[src/rtl/regfile_mp_if.sv]
// Decode/writeback bus of the multi-port register file.
// Carries read, write, issue and scoreboard signals.
interface regfile_mp_if #(
  parameter int XLEN = 32,
  parameter int NREG = 32,
  parameter int NR   = 2,
  parameter int NW   = 2
);
  localparam int AW = $clog2(NREG);

  logic [NR*AW-1:0]   ra;
  logic [NR*XLEN-1:0] rd;
  logic [NW-1:0]      we;
  logic [NW*AW-1:0]   wa;
  logic [NW*XLEN-1:0] wd;
  logic               iss_valid;
  logic [AW-1:0]      iss_addr;
  logic [NREG-1:0]    busy;
  logic [NR-1:0]      rd_busy;

  modport master (
    output ra, we, wa, wd, iss_valid, iss_addr,
    input  rd, busy, rd_busy
  );

  modport slave (
    input  ra, we, wa, wd, iss_valid, iss_addr,
    output rd, busy, rd_busy
  );
endinterface

[src/rtl/regfile_mp.sv]
// Multi-port register file with write-first bypass.
// Optional issue scoreboard enabled by RF_SCOREBOARD_EN.
module regfile_mp #(
  parameter int XLEN     = 32,
  parameter int NREG     = 32,
  parameter int NR       = 2,
  parameter int NW       = 2,
  parameter int ZERO_REG = 1
) (
  input  logic         clk,
  input  logic         rst_n,
  regfile_mp_if.slave  bus
);
  localparam int AW = $clog2(NREG);

  logic [XLEN-1:0]    mem [NREG];
  logic [NR*XLEN-1:0] rdata;
  logic [NR-1:0]      hit;
  logic [NR-1:0]      zr;

  // Later ports overwrite earlier ones: highest index wins.
  always_ff @(posedge clk or negedge rst_n) begin
    if (!rst_n) begin
      for (int k = 0; k < NREG; k++)
        mem[k] <= '0;
    end else begin
      for (int j = 0; j < NW; j++)
        if (bus.we[j] &&
            !(ZERO_REG != 0 && bus.wa[j*AW +: AW] == '0))
          mem[bus.wa[j*AW +: AW]] <= bus.wd[j*XLEN +: XLEN];
    end
  end

  always_comb begin
    rdata = '0;
    hit   = '0;
    zr    = '0;
    for (int i = 0; i < NR; i++) begin
      rdata[i*XLEN +: XLEN] = mem[bus.ra[i*AW +: AW]];
      for (int j = 0; j < NW; j++)
        if (bus.we[j] &&
            bus.wa[j*AW +: AW] == bus.ra[i*AW +: AW]) begin
          hit[i] = 1'b1;
          rdata[i*XLEN +: XLEN] = bus.wd[j*XLEN +: XLEN];
        end
      if (ZERO_REG != 0 && bus.ra[i*AW +: AW] == '0) begin
        zr[i] = 1'b1;
        rdata[i*XLEN +: XLEN] = '0;
      end
    end
  end

  assign bus.rd = rdata;

`ifdef RF_SCOREBOARD_EN
  logic [NREG-1:0] busy_q;
  logic [NREG-1:0] busy_d;
  logic [NR-1:0]   rdb;

  // Clear on writeback first so a same-cycle issue wins.
  always_comb begin
    busy_d = busy_q;
    for (int j = 0; j < NW; j++)
      if (bus.we[j])
        busy_d[bus.wa[j*AW +: AW]] = 1'b0;
    if (bus.iss_valid)
      busy_d[bus.iss_addr] = 1'b1;
    if (ZERO_REG != 0)
      busy_d[0] = 1'b0;
  end

  always_ff @(posedge clk or negedge rst_n) begin
    if (!rst_n)
      busy_q <= '0;
    else
      busy_q <= busy_d;
  end

  always_comb begin
    rdb = '0;
    for (int i = 0; i < NR; i++)
      rdb[i] = busy_q[bus.ra[i*AW +: AW]] &
               ~hit[i] & ~zr[i];
  end

  assign bus.busy    = busy_q;
  assign bus.rd_busy = rdb;
`else
  logic unused_sb;

  assign unused_sb   = ^{bus.iss_valid, bus.iss_addr,
                         hit, zr};
  assign bus.busy    = '0;
  assign bus.rd_busy = '0;
`endif
endmodule

[src/flat_wrapper.sv]
// flat-port wrapper written by rule: the top's interface ports become plain ports
module regfile_mp_flat 
#(
  parameter int XLEN     = 32,
  parameter int NREG     = 32,
  parameter int NR       = 2,
  parameter int NW       = 2,
  parameter int ZERO_REG = 1
)
  (clk, rst_n, bus_ra, bus_we, bus_wa, bus_wd, bus_iss_valid, bus_iss_addr, bus_rd, bus_busy, bus_rd_busy);
  regfile_mp_if #(.XLEN(XLEN), .NREG(NREG), .NR(NR), .NW(NW)) bus_i ();
  input  logic clk;
  input  logic rst_n;
  input wire logic [$bits(bus_i.ra)-1:0] bus_ra;
  input wire logic [$bits(bus_i.we)-1:0] bus_we;
  input wire logic [$bits(bus_i.wa)-1:0] bus_wa;
  input wire logic [$bits(bus_i.wd)-1:0] bus_wd;
  input wire logic [$bits(bus_i.iss_valid)-1:0] bus_iss_valid;
  input wire logic [$bits(bus_i.iss_addr)-1:0] bus_iss_addr;
  output wire logic [$bits(bus_i.rd)-1:0] bus_rd;
  output wire logic [$bits(bus_i.busy)-1:0] bus_busy;
  output wire logic [$bits(bus_i.rd_busy)-1:0] bus_rd_busy;
  assign bus_i.ra = bus_ra;
  assign bus_i.we = bus_we;
  assign bus_i.wa = bus_wa;
  assign bus_i.wd = bus_wd;
  assign bus_i.iss_valid = bus_iss_valid;
  assign bus_i.iss_addr = bus_iss_addr;
  assign bus_rd = bus_i.rd;
  assign bus_busy = bus_i.busy;
  assign bus_rd_busy = bus_i.rd_busy;
  regfile_mp #(.XLEN(XLEN), .NREG(NREG), .NR(NR), .NW(NW), .ZERO_REG(ZERO_REG)) u_core (.clk(clk), .rst_n(rst_n), .bus(bus_i));
endmodule
[config.mk]
export PLATFORM = sky130hd
export DESIGN_NAME = regfile_mp_flat
export DESIGN_NICKNAME = d
export VERILOG_FILES = /design/src/rtl/regfile_mp_if.sv /design/src/rtl/regfile_mp.sv /design/src/flat_wrapper.sv
export SDC_FILE = /design/constraint.sdc
export NUM_CORES = 2
export LEC_CHECK = 0
export ABC_CLOCK_PERIOD_IN_PS = 6710
export CORE_MARGIN = 1
export CORE_UTILIZATION = 35
export DETAILED_ROUTE_END_ITERATION = 10
export SLEW_MARGIN = 10
export SYNTH_ARGS = -nofsm -noshare
export SYNTH_HDL_FRONTEND = slang
export SYNTH_SLANG_ARGS = --single-unit
export TNS_END_PERCENT = 1
[constraint.sdc]
create_clock -name clk -period 6.71 [get_ports clk]
set_clock_uncertainty 0.15 [all_clocks]
set_input_delay 0.671 -clock clk [delete_from_list [all_inputs] [get_ports clk]]
set_output_delay 0.671 -clock clk [all_outputs]
set_load 0.02 [all_outputs]
==> impl_metrics.yaml <==
outcome:
  outcome: "completed"
setup_path:
  crit_top_cell: "clkdlybuf4s50_1"
  rr_worst_depth: 2
  cp_slowest_stage_delay_ns: 1.04
  cp-startpoint: "bus_wa[4]"
  setup.worst_path.class: "primary input to output port"
  crit_family: "simple AND/OR/NAND/NOR gates"
  r2r_end: "u_core.mem[969]"
  crit_required_ns: 5.89
  critical_path.endpoint_type: "output port"
  regToRegSetupSlack_ns: 5.69
  crit_arrival_ns: 4.69
  r2r-start: "u_core.mem[969]"
  cp.depth: 8
  path_max_fanout: 19
  crit_slowest_cell: "nor3b_1"
  timing.critical_path.buf_inv: 3
  path_cells: "clkdlybuf4s50_1, xnor2_1, nand4_1, nor3_2, buf_12, nor3b_1, a221o_1, clkdlybuf4s50_1"
  worstSetupStartpointType: "primary input"
placed_design:
  placed_cell_area_um2: 68400
  portBuffers: 151
  hpwl_mm: 153
  globalplace.congestion: 0.901
logic_synthesis:
  synth.distinct_cells: 57
  synth_top_cell_area_share_pct: 39.3
  synthesis.area_um2: 65100
  syn_inst: 6244
  avgSynthCellArea_um2: 10.4
  ys_async_sr_fraction_pct: 100
  synth_edf_count: 0
  yosys_warnings: 0
  ys_top_cells_by_area: "dfrtp_1 (39%), mux2i_1 (17%), mux4_2 (13%), a21oi_1 (4.8%), nor2_1 (3.7%)"
  yosysTopAreaCell: "dfrtp_1"
  ys_ff_latch: 1024
  seq_area_frac_synth_pct: 39.3
  ys.flop_type: "dfrtp_1"
sta:
  fin_crit_sh_pct: 82.2
  tightest_slew_ns: 1.40
  fmax_ghz: 0.181
  relSlewSlack_pct: 6.16
  grt_setup_unrepaired: "no"
  setup_tns_ns: 0
  setup_viol_count_final: 0
  drv_slew: 0
  hold_viol: 0
  min_period_ns: 5.51
finish:
  fin_area_um2: 72400
  drive_gt1_share_pct: 15.8
  largest-register: "u_core.mem"
  largestRegisters: "u_core.mem: 1024 flops"
  syn_to_final_growth_pct: 11.1
  final_nets: 5998
  largest_register_ffs: 1024
routing:
  vias: 52600
  viasPerCell: 6.21
  drc: 0
  first_pass_iters: 6
  wire_per_inst_um: 31.0
  drt-total-wl_mm: 262
  ant_nets: 0
  dr.first_iter.drc_count: 7124
grt:
  grt_pass1_wl_mm: 373
  grt-ovfl-total: 0
  first_global_vias: 51000
  gr-usage-all-layers_pct: 27.4
  grt_max_degree: 171
  antenna_found_initial: 4
die:
  initial_core_util_pct: 35.4
  io_pins: 192
  die_area_um2: 188000
  coreArea_um2: 184000
  core.rowCount: 157
  die_x_um: 433
  die_y_um: 433
cts:
  cts_sinks: 1024
  htreeDepth: 3
  clk-insertion-delay-late_ns: 0.76
  cts_resized: 0
  clk_pin_slew_ns: 0.06
  cts-root-buf: "clkbuf_16"
  cts_buffer_depth: 3
  cts_tree: "done"
  cts_buffers: 112
run:
  maxCapViolCount: 0
hold_path:
  holdCritStartpoint: "u_core.mem[1010]"
  holdPathStages: 0
  min_path_type: "flop to flop"
  hold_end: "u_core.mem[1010]"
power:
  vdd_ir_drop_max_uv: 217
  leakage_nw: 31.3
  power.density_nw_per_um2: 294
==> layout make-up <==
cell class	count	area, µm²
repair buffers	370	3450
multi-input cells	4393	36300
inverters	3	11.3
flip-flops and latches	1024	25600
clock buffers	162	3330
well taps	2464	3080
fillers	17700	112000
clock inverters	46	618
diodes	1	2.50
==> stage by stage <==
step / power, mW / setup WS, ns / hold slack (ns) / std cells / utilization, %
after floorplan: 12.7 / 3.47 / 0.225 / 6277 / -
after global placement: 14.2 / 1.45 / 0.226 / 8253 / 37.2
after detailed placement: 14.5 / 1.47 / 0.233 / 8253 / 37.2
after CTS: 21.2 / 1.45 / 0.246 / 8462 / 39.3
after global routing: 22.2 / 1.31 / 0.259 / 8463 / 39.3
final: 21.3 / 1.20 / 0.249 / 8463 / 39.3
==> worst max path at each step <==
stage | slack, ns | end
4_1_cts | 1.45 | bus_rd[59]
6_report | 1.20 | bus_rd[29]
3_3_place_gp | 1.45 | bus_rd[59]
3_5_place_dp | 1.47 | bus_rd[59]
2_1_floorplan | 3.47 | bus_rd[10]
5_1_grt | 1.31 | bus_rd[29]
==> what timing repair did <==
action	in CTS	in global routing
hold buffers	1	0
setup buffers	0	0
endpoints found under the hold margin	83	0
==> per-layer routing <==
metal | vias to the layer above | routed length [µm] | GRT usage, %
met3 | 835 | 25400 | 6.01
met1 | 26300 | 98700 | 34.3
li1 | 22200 | - | -
met5 | - | 28 | 0
met2 | 3207 | 119000 | 42.6
met4 | 6 | 19100 | 18.1
==> layout by cell type, fill, tap and decap left out, types with 60 or more instances in the layout <==
cell type,netlist,final
buf_4,85,199
nor4_1,60,60
mux2i_1,1130,1130
clkbuf_16,0,114
o221ai_1,62,62
a211oi_1,64,64
a21oi_1,621,620
mux2_1,63,63
a22o_1,62,62
dfrtp_1,1024,1024
o21ai_0,368,368
o211a_1,60,60
a221o_1,64,64
nor2_1,648,630
clkdlybuf4s50_1,0,140
nand2_1,476,452
a221oi_1,60,60
mux4_2,390,390
==> synthesized netlist by cell type (3+ instances only) <==
master	instances
mux2i_1	1130
dfrtp_1	1024
nor2_1	648
a21oi_1	621
clkbuf_1	546
nand2_1	476
mux4_2	390
o21ai_0	368
buf_2	142
buf_4	85
a211oi_1	64
a221o_1	64
mux2_1	63
a22o_1	62
o221ai_1	62
a221oi_1	60
nor4_1	60
o211a_1	60
mux2_2	58
a32oi_1	47
buf_1	45
clkbuf_2	26
xnor2_1	18
nor2b_1	14
buf_6	13
o21ai_1	13
nand4_1	12
nand3_1	7
and2_1	6
nor3b_1	6
nand2b_1	5
nor3_2	5
and3_1	4
nor3_1	4
inv_1	3
nand3b_1	3
==> logic make-up after synthesis <==
group,after synthesis,share of synthesized area [%]
buffers and inverters,860,5.92
other,1,0.00576
and+or+nand+nor,1268,7.98
muxes,1641,32.9
xor gates and xnor gates,20,0.269
DFF,1024,39.3
AOI/OAI and AO/OA,1430,13.6
==> report_power, final <==
| part | total (mW) | leakage (nW) | internal [mW] | switching, mW |
|---|---|---|---|---|
| registers | 9.03 | 12.5 | 7.79 | 1.24 |
| clock network | 6.76 | 1.97 | 3.94 | 2.82 |
| logic | 5.52 | 16.9 | 2.86 | 2.65 |
| total | 21.3 | 31.3 | 14.6 | 6.71 |
Power figures use the tool's default switching activity.
